File: src/rtl/uart_stream_pkg.sv
// Shared types and constants for the UART word streamer.
// UART_STREAM_CHECKSUM_EN (optional) adds one checksum byte to every frame length.
package uart_stream_pkg;

  typedef enum logic [2:0] {
    IDLE,
    LOAD,
    SEND,
    WAIT,
    SHIFT,
    TRANSM_OVER
  } stream_state_t;

  // start + 8 data + stop
  localparam int UART_BITS = 10;

  function automatic int frame_bytes(input int word_bytes, input bit send_header);
    int n;
    n = word_bytes + (send_header ? 1 : 0);
`ifdef UART_STREAM_CHECKSUM_EN
    n = n + 1;
`endif
    return n;
  endfunction

endpackage

File: src/rtl/uart_byte_tx.sv
// 8N1 byte serializer: one start bit, eight data bits LSB first, one stop bit.
// A start request while a byte is on the line is ignored.
module uart_byte_tx
  import uart_stream_pkg::*;
#(
  parameter int CLKS_PER_BIT = 434
) (
  input  logic       clk,
  input  logic       reset,
  input  logic       start,
  input  logic [7:0] byte_in,
  output logic       tx,
  output logic       byte_done
);
  localparam int CNT_W = $clog2(CLKS_PER_BIT);

  logic [CNT_W-1:0]     clk_cnt;
  logic [3:0]           bit_idx;
  logic                 active;
  logic                 last_tick;
  logic [UART_BITS-2:0] bits;  // {stop, data}; start bit is driven directly

  assign last_tick = (clk_cnt == CNT_W'(CLKS_PER_BIT - 1));
  assign byte_done = active && last_tick && (bit_idx == 4'(UART_BITS - 1));

  always_ff @(posedge clk) begin
    if (reset) begin
      active  <= 1'b0;
      tx      <= 1'b1;
      clk_cnt <= '0;
      bit_idx <= '0;
    end else if (!active) begin
      clk_cnt <= '0;
      bit_idx <= '0;
      if (start) begin
        active <= 1'b1;
        tx     <= 1'b0;
      end
    end else if (last_tick) begin
      clk_cnt <= '0;
      if (bit_idx == 4'(UART_BITS - 1)) begin
        active <= 1'b0;
        tx     <= 1'b1;
      end else begin
        bit_idx <= bit_idx + 4'd1;
        tx      <= bits[0];
      end
    end else begin
      clk_cnt <= clk_cnt + CNT_W'(1);
    end
  end

  // Bit register drains toward bit 0, refilling with stop-level ones.
  always_ff @(posedge clk) begin
    if (!active && start) begin
      bits <= {1'b1, byte_in};
    end else if (active && last_tick) begin
      bits <= {1'b1, bits[UART_BITS-2:1]};
    end
  end

endmodule

File: src/rtl/uart_word_streamer.sv
// Buffered UART word transmitter: valid/ready word FIFO feeding framed 8N1 bytes.
// Define UART_STREAM_CHECKSUM_EN to append the XOR of the data bytes to each frame.
module uart_word_streamer
  import uart_stream_pkg::*;
#(
  parameter int         WORD_BYTES   = 6,
  parameter int         CLKS_PER_BIT = 434,
  parameter int         FIFO_DEPTH   = 8,
  parameter bit         MSB_FIRST    = 1'b0,
  parameter bit         SEND_HEADER  = 1'b1,
  parameter logic [7:0] HEADER_BYTE  = 8'hA5
) (
  input  logic                            clk,
  input  logic                            reset,
  input  logic [WORD_BYTES*8-1:0]         in_data,
  input  logic                            in_valid,
  output logic                            in_ready,
  output logic                            tx_out,
  output logic                            busy,
  output logic                            frame_done,
  output logic [$clog2(FIFO_DEPTH+1)-1:0] fifo_count
);
  localparam int WORD_W      = WORD_BYTES * 8;
  localparam int PTR_W       = $clog2(FIFO_DEPTH);
  localparam int CNT_W       = $clog2(FIFO_DEPTH + 1);
  localparam int FRAME_BYTES = frame_bytes(WORD_BYTES, SEND_HEADER);
  localparam int BCNT_W      = $clog2(FRAME_BYTES + 1);

  stream_state_t state, state_nxt;

  logic [WORD_W-1:0] fifo_mem [FIFO_DEPTH];
  logic [PTR_W-1:0]  wr_ptr;
  logic [PTR_W-1:0]  rd_ptr;
  logic [CNT_W-1:0]  count;
  logic              push;
  logic              pop;

  logic [WORD_W-1:0] shreg;
  logic [BCNT_W-1:0] bytes_left;
  logic              is_header;
  logic              is_cksum;
  logic              is_data;
  logic [7:0]        data_byte;
  logic [7:0]        tx_byte;
  logic              byte_start;
  logic              byte_done;

  // Word FIFO: first-word fall-through, head read straight from the array
  assign in_ready   = !reset && (count != CNT_W'(FIFO_DEPTH));
  assign push       = in_valid && in_ready;
  assign pop        = (state == LOAD);
  assign fifo_count = count;

  always_ff @(posedge clk) begin
    if (reset) begin
      wr_ptr <= '0;
      rd_ptr <= '0;
      count  <= '0;
    end else begin
      if (push) wr_ptr <= wr_ptr + PTR_W'(1);
      if (pop)  rd_ptr <= rd_ptr + PTR_W'(1);
      case ({push, pop})
        2'b10:   count <= count + CNT_W'(1);
        2'b01:   count <= count - CNT_W'(1);
        default: count <= count;
      endcase
    end
  end

  always_ff @(posedge clk) begin
    if (push) fifo_mem[wr_ptr] <= in_data;
  end

  // Frame sequencing: bytes_left counts down to zero on the final byte
  assign data_byte = MSB_FIRST ? shreg[WORD_W-1 -: 8] : shreg[7:0];
  assign is_header = SEND_HEADER && (bytes_left == BCNT_W'(FRAME_BYTES - 1));
  assign is_data   = !is_header && !is_cksum;

  always_ff @(posedge clk) begin
    if (reset) begin
      bytes_left <= '0;
    end else if (state == LOAD) begin
      bytes_left <= BCNT_W'(FRAME_BYTES - 1);
    end else if (state == SHIFT) begin
      bytes_left <= bytes_left - BCNT_W'(1);
    end
  end

  // The header byte does not consume word data, so only data bytes shift.
  always_ff @(posedge clk) begin
    if (state == LOAD) begin
      shreg <= fifo_mem[rd_ptr];
    end else if ((state == SHIFT) && is_data) begin
      shreg <= MSB_FIRST ? (shreg << 8) : (shreg >> 8);
    end
  end

`ifdef UART_STREAM_CHECKSUM_EN
  logic [7:0] cksum;

  assign is_cksum = (bytes_left == '0);

  always_ff @(posedge clk) begin
    if (state == LOAD) begin
      cksum <= '0;
    end else if ((state == SEND) && is_data) begin
      cksum <= cksum ^ data_byte;
    end
  end
`else
  assign is_cksum = 1'b0;
`endif

  always_comb begin
    tx_byte = data_byte;
    if (is_header) begin
      tx_byte = HEADER_BYTE;
    end
`ifdef UART_STREAM_CHECKSUM_EN
    else if (is_cksum) begin
      tx_byte = cksum;
    end
`endif
  end

  // Control FSM
  always_ff @(posedge clk) begin
    if (reset) state <= IDLE;
    else       state <= state_nxt;
  end

  always_comb begin
    state_nxt  = state;
    byte_start = 1'b0;
    unique case (state)
      IDLE:        if (count != '0) state_nxt = LOAD;
      LOAD:        state_nxt = SEND;
      SEND: begin
        byte_start = 1'b1;
        state_nxt  = WAIT;
      end
      WAIT:        if (byte_done) state_nxt = (bytes_left == '0) ? TRANSM_OVER : SHIFT;
      SHIFT:       state_nxt = SEND;
      TRANSM_OVER: state_nxt = IDLE;
      default:     state_nxt = IDLE;
    endcase
  end

  assign busy       = (state != IDLE);
  assign frame_done = (state == TRANSM_OVER);

  uart_byte_tx #(
    .CLKS_PER_BIT(CLKS_PER_BIT)
  ) u_byte_tx (
    .clk      (clk),
    .reset    (reset),
    .start    (byte_start),
    .byte_in  (tx_byte),
    .tx       (tx_out),
    .byte_done(byte_done)
  );

endmodule

File: config.mk
export PLATFORM = sky130hd
export DESIGN_NAME = uart_word_streamer
export DESIGN_NICKNAME = d
export VERILOG_FILES = /design/src/rtl/uart_stream_pkg.sv /design/src/rtl/uart_byte_tx.sv /design/src/rtl/uart_word_streamer.sv
export SDC_FILE = /design/constraint.sdc
export NUM_CORES = 1
export LEC_CHECK = 0
export ABC_AREA = 1
export BUFFER_PORTS_ARGS = -buffer_cell sky130_fd_sc_hd__buf_4
export CORE_UTILIZATION = 45
export CTS_CLUSTER_SIZE = 24
export DETAILED_ROUTE_END_ITERATION = 8
export HOLD_SLACK_MARGIN = 0.12
export PLACE_DENSITY = 0.58
export SLEW_MARGIN = 10
export SYNTH_ARGS = -nofsm -noshare
export SYNTH_HDL_FRONTEND = slang
export SYNTH_SLANG_ARGS = --single-unit
File: constraint.sdc
create_clock -name clk -period 5.4 [get_ports clk]
set_input_delay 0.54 -clock clk [delete_from_list [all_inputs] [get_ports clk]]
set_output_delay 0.54 -clock clk [all_outputs]
set_load 0.03 [all_outputs]
# Word level (Yosys, flattened, before mapping)

Memory sizes are Yosys's and may differ from the RTL's. A register that Yosys moved wholly into a read port is not among the register bits.
Index checks and enable logic that the tools add are counted.
W data, S select, Z words.

Logic and storage cells: 86
Flip-flop bits (word level): 87
Memories: 1
Output and inout port bits: 8
Bits of input ports: 51
RAM bits: 384

Memory list:

| memory   | words | bits a word | read ports | clocked after memory_dff | wr ports | line                     | RTL |
|---|---|---|---|---|---|---|---|
| fifo_mem | 8     | 48          | 1          | 1                        | 1        | uart_word_streamer.sv:31 | `logic [WORD_W-1:0] fifo_mem [FIFO_DEPTH];` |

Bitwise logic cells: 2
Muxes and demuxes: 25
Reduce and logical (&&, ||, !) cells: 25
Eq/ne operators: 14
Add/sub/neg operators: 7

Operators by type and width:

| kind                  | number |
|---|---|
| $mux W48              | 2 |
| $mux W8               | 3 |
| $mux W3               | 6 |
| $mux W1               | 12 |
| $pmux W3 S4           | 1 |
| $reduce_bool A2 Y1    | 5 |
| $add A9 B1 Y9 const B | 1 |
| $eq A3 B3 Y1 const B  | 3 |
| $eq A9 B9 Y1 const B  | 1 |
| $add A4 B1 Y4 const B | 2 |
| $pmux W4 S2           | 1 |
| $add A3 B1 Y3 const B | 2 |
| $eq A3 B2 Y1 const B  | 2 |
| $logic_and A1 B1 Y1   | 6 |
| $logic_not A3 Y1      | 2 |
| $ne A2 B2 Y1 const B  | 3 |
| $reduce_and A2 Y1     | 3 |
| $reduce_or A2 Y1      | 3 |
| $eq A4 B4 Y1 const B  | 1 |
| $ne A4 B4 Y1 const B  | 1 |
| $reduce_bool A4 Y1    | 1 |
| $sub A4 B1 Y4 const B | 1 |
| $eq A3 B1 Y1 const B  | 1 |
| $logic_not A1 Y1      | 3 |
| other kinds (6)       | 7 |

# Logic depth before layout (Yosys ltp)

Gate-level depths: netlist of run 1.

Depth after elaboration: 5
Depth in mapped cells: 14

# Hierarchy

A second synthesis of run 1 with hierarchy kept.

Cell total of the unflattened synthesis: 1516
Area total of the unflattened synthesis: 18975.7 um^2

By module, submodules not included:

| module             | instances | area each (um^2) | cells each | sequential area each (um^2) |
|---|---|---|---|---|
| uart_word_streamer | 1         | 17807.1          | 1376       | 13352.8 |
| uart_byte_tx       | 1         | 1168.6           | 140        | 540.5 |

# Worst setup path before layout of run 1

Ideal clock, no wire load.

Path type: register to register
From: register count[0], in the netlist fifo_count[0]
To: memory fifo_mem[5][0] in the netlist's numbering, enable pin
Setup time: 0.513 ns
Slack: 0.622 ns
Data arrival time: 4.265 ns
Period minus slack after synthesis: 4.778 ns
Buffers on the path: 0
Cell stages (with the launch flop): 5
Path through: dfxtp_1 -> nor3_1 -> nand2_1 -> nand3_2 -> nor3_1

Cells in the longest elaborated chain, start to end: 5

RTL lines:

| element                       | line                     | RTL |
|---|---|---|
| start: declaration            | uart_word_streamer.sv:34 | `logic [CNT_W-1:0] count;` |
| start signal: assignment      | uart_word_streamer.sv:63 | `2'b10: count <= count + CNT_W'(1);` |
| start signal: assignment      | uart_word_streamer.sv:64 | `2'b01: count <= count - CNT_W'(1);` |
| start signal: assignment      | uart_word_streamer.sv:65 | `default: count <= count;` |
| $ne A4 B4 Y1                  | uart_word_streamer.sv:49 | `assign in_ready = !reset && (count != CNT_W'(FIFO_DEPTH));` |
| $logic_and A1 B1 Y1           | uart_word_streamer.sv:49 |  |
| $logic_and A1 B1 Y1           | uart_word_streamer.sv:50 | `assign push = in_valid && in_ready;` |
| $mux W1                       | uart_word_streamer.sv:71 | `if (push) fifo_mem[wr_ptr] <= in_data;` |
| $mux W1 (not written as such) | uart_word_streamer.sv:71 |  |
| end: declaration              | uart_word_streamer.sv:31 |  |

No other way between the ends.

# Final worst setup path of run 1

From: register count[2], in the netlist fifo_count[2]
To: memory fifo_mem[2][4] in the netlist's numbering, enable pin

Same word-level chain as after synthesis.

==> out/qor.csv, run 1 <==
stage;metric;value;unit
run;drv_cap;0;
timing;skew;0.0218;ns
floorplanning;initial_utilization;45.8;%
synth;synth_nets;1542;
cts;cts_tree;built;
floorplanning;fp.dieH;206;µm
floorplanning;die_x;206;µm
setup_path;max_stage_delay;0.89;ns
power_and_ir_drop;peakVddDrop;0.299;mV
synth;postSynthAreaPerCell;12.7;µm²
cts;post_cts_resized;0;
floorplanning;pin_count;59;
timing;maxSlewHeadroom;33.6;%
status;status;finished with violations;
final_layout;multi_input_area;4200;µm²
timing;rsz0062_at_grt;no;
setup_path;criticalPathCategory;reg2reg;
synth;synth.ff_latch_count;474;
cts;path_clk_slew;0.06;ns
final_layout;fin_nets;1587;
place;hpwl;21400;µm
timing;finalCritPeriodShare;55.7;%
setup_path;path_buf_inv;1;
global_route;grt_max_degree;113;
route;wl_per_cell;19.3;µm
synth;syn_inst;1479;
global_route;gr-total-overflow;0;
min_path;hp-class;in2reg;
route;drt_wl_total;40400;µm
setup_path;cp.arrival;3.24;ns
status;violations;DRC;
global_route;grt_pass1_wl;63500;µm
setup_path;start_kind;register;
cts;cts.sinks;474;
timing;report.final.slew_viol_count;0;
timing;fin_crit;3.01;ns
timing;worst_pin_slew;0.994;ns
cts;cts_buffers;50;
route;postRouteAntennaNets;0;
final_layout;regArea;13900;µm²
floorplanning;die_area;42600;µm²
timing;setup_viol;0;
final_layout;final_common_cell;edfxtp_1;
setup_path;end_kind;register;
final_layout;fillers;3500;
cts;insertion_delay;0.58;ns
power_and_ir_drop;p_leak;7.22;nW
global_route;grt_pass1_vias;11100;
route;viasPerCell;5.36;
floorplanning;core-area;41000;µm²
synth;syn_area;18800;µm²
cts;cts_buffer_depth;3;
timing;fmax;332;MHz
place;portBuffers;58;
place;gp_congestion;0.730;
floorplanning;num_rows;74;
synth;ys_seq_area_share;74.0;%
place;dp_cells;2004;
cts;htree_num_levels;2;
cts;post_cts_buffers;0;
setup_path;cp.required;5.63;ns
route;dr.pass1.iters;7;
synth;yosysUniqueCellTypes;29;
cts;ctsHoldBuffers;0;
synth;synth-warning-count;0;
setup_path;crit_path_top_delay_cell;nor2_4;
setup_path;critPathMaxFanout;28;
cts;clockRootBuffer;clkbuf_16;
route;dr_total_vias;11200;
final_layout;stdcell_count;2095;
route;drtIter0Drc;817;
timing;hold_viol;0;
setup_path;crit_family;simple AND/OR/NAND/NOR gates;
global_route;track_usage;19.6;%
route;drcViolationCount;12;
final_layout;drive_gt1_share;10.4;%
power_and_ir_drop;powerDensity;459;nW/µm²
final_layout;syn2layout_area_growth;13.3;%
global_route;antenna_found_initial;1;
timing;finalSetupTns;0;ns
final_layout;final_cell_mix;440 x edfxtp_1, 241 x nor2_1, 204 x o21ai_0;
setup_path;crit_chain;nor3_1, a21oi_1, nand3_1, nor2_4, buf_4;
cells in the mapped netlist:
cell	n	area [µm²]
buf_6	12	135
o21ai_0	205	1030
buf_1	1	3.75
xor2_1	6	52.6
nand2_1	134	503
o22ai_1	8	50.1
nor2_1	245	920
nor3_1	13	65.1
a21oi_1	63	315
or2_2	1	6.26
clkinv_1	1	3.75
a211oi_1	2	15.0
buf_4	4	30.0
nor2_2	1	6.26
o211ai_1	89	668
xnor2_1	1	8.76
and3_1	1	6.26
ha_1	12	150
nand3_2	2	20.0
clkbuf_1	42	158
inv_6	1	8.76
dfxtp_1	34	681
o211a_1	1	10.0
inv_1	75	282
nand3_1	53	265
nand4_1	3	18.8
buf_2	25	125
a22o_1	4	35.0
edfxtp_1	440	13200
layer usage:
metal | vias to the layer above | GRT usage [%] | part of all wire, %
li1 | 5439 | - | -
met1 | 5510 | 26.1 | 45
met2 | 217 | 33.0 | 49
met3 | 69 | 2.82 | 3.9
met4 | 0 | 6.83 | 2.5
met5 | - | 0 | 0
area by class of cell:
class	instances	share of cell area [%]
inverter	77	1.38
antenna	1	0.0118
clock buffer	63	6.21
clock inverter	27	1.43
sequential	474	65.3
multi-input combinational	844	19.7
timing repair buffer	77	2.77
tap	532	3.13
power breakdown:
part	leakage (nW)	switching, mW	internal (mW)
clock network	0.795	1.35	2.06
registers	4.27	0.194	4.40
logic	2.15	1.25	0.535
sequential cells by signal, indices dropped and copies added (netlist names), 3 cells and up, named ones only:
name	flops
fifo_count	4
bytes_left	3
fifo_mem	384
state	3
u_byte_tx.clk_cnt	9
rd_ptr	3
u_byte_tx.bit_idx	4
wr_ptr	3
u_byte_tx.bits	8
shreg	48
per-stage QoR:
stage / worst slack, ns / power, mW / cell area, µm² / utilization (%) / hold WS (ns)
detailed placement: 2.22 / 6.48 / 19700 / 47.9 / 0.472
global placement: 2.25 / 6.44 / 19700 / 47.9 / 0.463
CTS: 2.38 / 9.89 / 21300 / 51.9 / 0.161
global route: 2.18 / 10.3 / 21300 / 51.9 / 0.180
floorplan: 0.622 / 5.95 / 18800 / - / 0.444
finish: 2.39 / 9.78 / 21300 / 51.9 / 0.188
kinds of logic after synthesis:
kind of cell / count (synthesis) / synth area share, %
simple gates: 453 / 9.64
compound gates: 372 / 11.3
flops: 474 / 74.0
buf+inv: 161 / 3.97
fa+ha+maj: 12 / 0.799
xor+xnor: 7 / 0.326
final timing paths:
path                                     from              end  slack, ns  cells after the start
worst min-delay path              in_data[47]  fifo_mem[6][47]       0.19                      1
worst max register to register  fifo_count[2]   fifo_mem[2][4]       2.39                      5
worst min register to register  bytes_left[0]    bytes_left[0]       0.48                      2
worst max-delay path            fifo_count[2]   fifo_mem[2][4]       2.39                      5
(Power assumes the default switching activity.)
==> run 2: changes to the inputs <==
Settings changed: PLACE_DENSITY 0.58 to 0.6.
Clock period 5.4 ns to 2.75 ns, I/O delays scaled along.
==> run 2 against run 1 <==
  * The flow still finishes with violations (DRC)
  * Maximum frequency increased by 24%
  * Clock-buffer cell count decreased by 3
  * Worst setup slack got worse by 2.1 ns
  * Combinational power increased by 120%
  * Cell area increased by 2.6%
  * Critical path type unchanged
  * Critical endpoint is now fifo_count[2]
==> out/qor.csv, run 2 (synthesized netlist as in run 1, its figures left out) <==
stage;metric;value;unit
power_and_ir_drop;powerDensity;871;nW/µm²
timing;setup_viol;0;
route;drt_wl_total;40600;µm
final_layout;multi_input_area;4230;µm²
final_layout;reg_top3;fifo_mem (384), shreg (48), u_byte_tx.clk_cnt (9);
setup_path;start_kind;register;
global_route;grt_pass1_vias;11600;
cts;cts_buffer_depth;3;
setup_path;end_kind;register;
cts;htree_num_levels;2;
cts;cts.sinks;474;
timing;skew;0.0163;ns
setup_path;reg2reg_slack;0.32;ns
final_layout;largest_reg_flops;384;
setup_path;critPathCapture;fifo_count[2];
final_layout;fin_nets;1640;
cts;cts_buffers;49;
route;viasPerCell;5.36;
place;hpwl;20700;µm
setup_path;max_stage_delay;0.54;ns
cts;clockRootBuffer;clkbuf_16;
floorplanning;initial_utilization;45.8;%
place;dp_cells;2008;
timing;fin_crit;2.43;ns
timing;maxSlewHeadroom;44.6;%
setup_path;critPathMaxFanout;7;
setup_path;cp.arrival;2.89;ns
min_path;hp-class;reg2reg;
timing;report.final.slew_viol_count;0;
final_layout;fillers;3466;
timing;rsz0062_at_grt;no;
cts;path_clk_slew;0.06;ns
setup_path;crit_path_top_delay_cell;nor3_1;
cts;insertion_delay;0.57;ns
setup_path;path_buf_inv;1;
final_layout;final_cell_mix;440 x edfxtp_1, 241 x nor2_1, 204 x o21ai_0;
route;drcViolationCount;8;
setup_path;timing.rr.end;fifo_count[2];
setup_path;startpoint;fifo_count[0];
setup_path;reg2reg_from;fifo_count[0];
global_route;gr-total-overflow;0;
floorplanning;die_x;206;µm
place;portBuffers;58;
floorplanning;die_area;42600;µm²
global_route;grt_pass1_wl;64000;µm
place;gp_congestion;0.728;
setup_path;crit_chain;nor3_1, nand2_1, nand3_2, ha_1, inv_1, nand2_1, nand2_1, ha_1, a21oi_1, xor2_1, a21oi_1;
setup_path;crit_family;simple AND/OR/NAND/NOR gates;
setup_path;rr_worst_depth;11;
setup_path;cp_common_cell;nand2_1;
setup_path;cp.depth;11;
setup_path;cp.required;3.21;ns
final_layout;top_register;fifo_mem;
route;drtIter0Drc;945;
floorplanning;num_rows;74;
final_layout;final_util;53.2;%
floorplanning;fp.dieH;206;µm
timing;hold_viol;0;
run;drv_cap;0;
timing;fmax;411;MHz
timing;finalCritPeriodShare;88.5;%
final_layout;drive_gt1_share;10.2;%
floorplanning;pin_count;59;
final_layout;syn2layout_area_growth;16.3;%
final_layout;stdcell_count;2146;
status;status;finished with violations;
route;wl_per_cell;18.9;µm
power_and_ir_drop;total_power;19.0;mW
setup_path;criticalPathCategory;reg2reg;
route;postRouteAntennaNets;0;
power_and_ir_drop;peakVddDrop;0.672;mV
final_layout;final_common_cell;edfxtp_1;
power_and_ir_drop;p_leak;7.46;nW
final_layout;regArea;13900;µm²
global_route;grt_max_degree;148;
global_route;track_usage;19.6;%
route;dr_total_vias;11500;
timing;worst_pin_slew;0.832;ns
floorplanning;core-area;41000;µm²
cts;cts_tree;built;
global_route;antenna_found_initial;0;
cts;post_cts_buffers;0;
route;dr.pass1.iters;7;
status;violations;DRC;
-- run 2: through the flow --
stage          hold slack [ns]  worst slack (ns)  setup TNS (ns)  instance area, µm²
2_1_floorplan            0.374            -0.585         -181.22               18800
3_3_place_gp             0.459             0.438               0               19800
3_5_place_dp             0.469             0.342               0               19800
4_1_cts                  0.456             0.307               0               21800
5_1_grt                  0.479            0.0562               0               21800
6_report                 0.474             0.317               0               21800
-- run 2: cell type report --
class	count	share of cell area, %
flip-flops and latches	474	63.7
multi-input cells	844	19.4
clock buffers	60	5.80
repair buffers	131	5.71
well taps	532	3.05
inverters	77	1.35
clock inverters	27	1.08
diodes	1	0.0115
-- run 2: worst min-delay path by stage --
stage | slack, ns | start | cells past startpoint | endpoint
finish | 0.47 | bytes_left[0] | 2 | bytes_left[0]
global route | 0.48 | in_data[33] | 2 | fifo_mem[1][33]
CTS | 0.46 | in_data[28] | 2 | fifo_mem[0][28]
detailed placement | 0.47 | u_byte_tx.clk_cnt[0] | 1 | u_byte_tx.clk_cnt[0]
global placement | 0.46 | bytes_left[0] | 2 | bytes_left[0]
floorplan | 0.37 | in_data[0] | 0 | fifo_mem[0][0]
-- run 2: report_power, final --
| group | leakage (nW) | total [mW] | internal [mW] | switching [mW] |
|---|---|---|---|---|
| clock network | 0.736 | 6.33 | 3.64 | 2.69 |
| registers | 4.27 | 8.86 | 8.63 | 0.231 |
| logic | 2.45 | 3.83 | 1.19 | 2.64 |
| total | 7.46 | 19.0 | 13.5 | 5.56 |
-- run 2: what timing repair did --
item / 4_1_cts / 5_1_grt
gates resized for setup: 0 / 0
hold buffers: 50 / 0
endpoints found under the hold margin: 396 / 0
-- run 2: per-layer routing --
layer | part of all wire (%) | vias to the layer above | wire length [µm] | track usage [%]
met4 | 1.9 | 0 | 770 | 5.46
met5 | 0 | - | 0 | 0
met1 | 46 | 5754 | 18600 | 26.7
met3 | 3.0 | 57 | 1210 | 2.66
li1 | - | 5538 | - | -
met2 | 49 | 161 | 20000 | 33.0
-- run 2: worst register-to-register path, cell delays in order, from the launching register on --
cell	delay, ns
dfxtp_1	0.35
nor3_1	0.54
nand2_1	0.14
nand3_2	0.26
ha_1	0.27
inv_1	0.06
nand2_1	0.05
nand2_1	0.07
ha_1	0.18
a21oi_1	0.16
xor2_1	0.16
a21oi_1	0.08
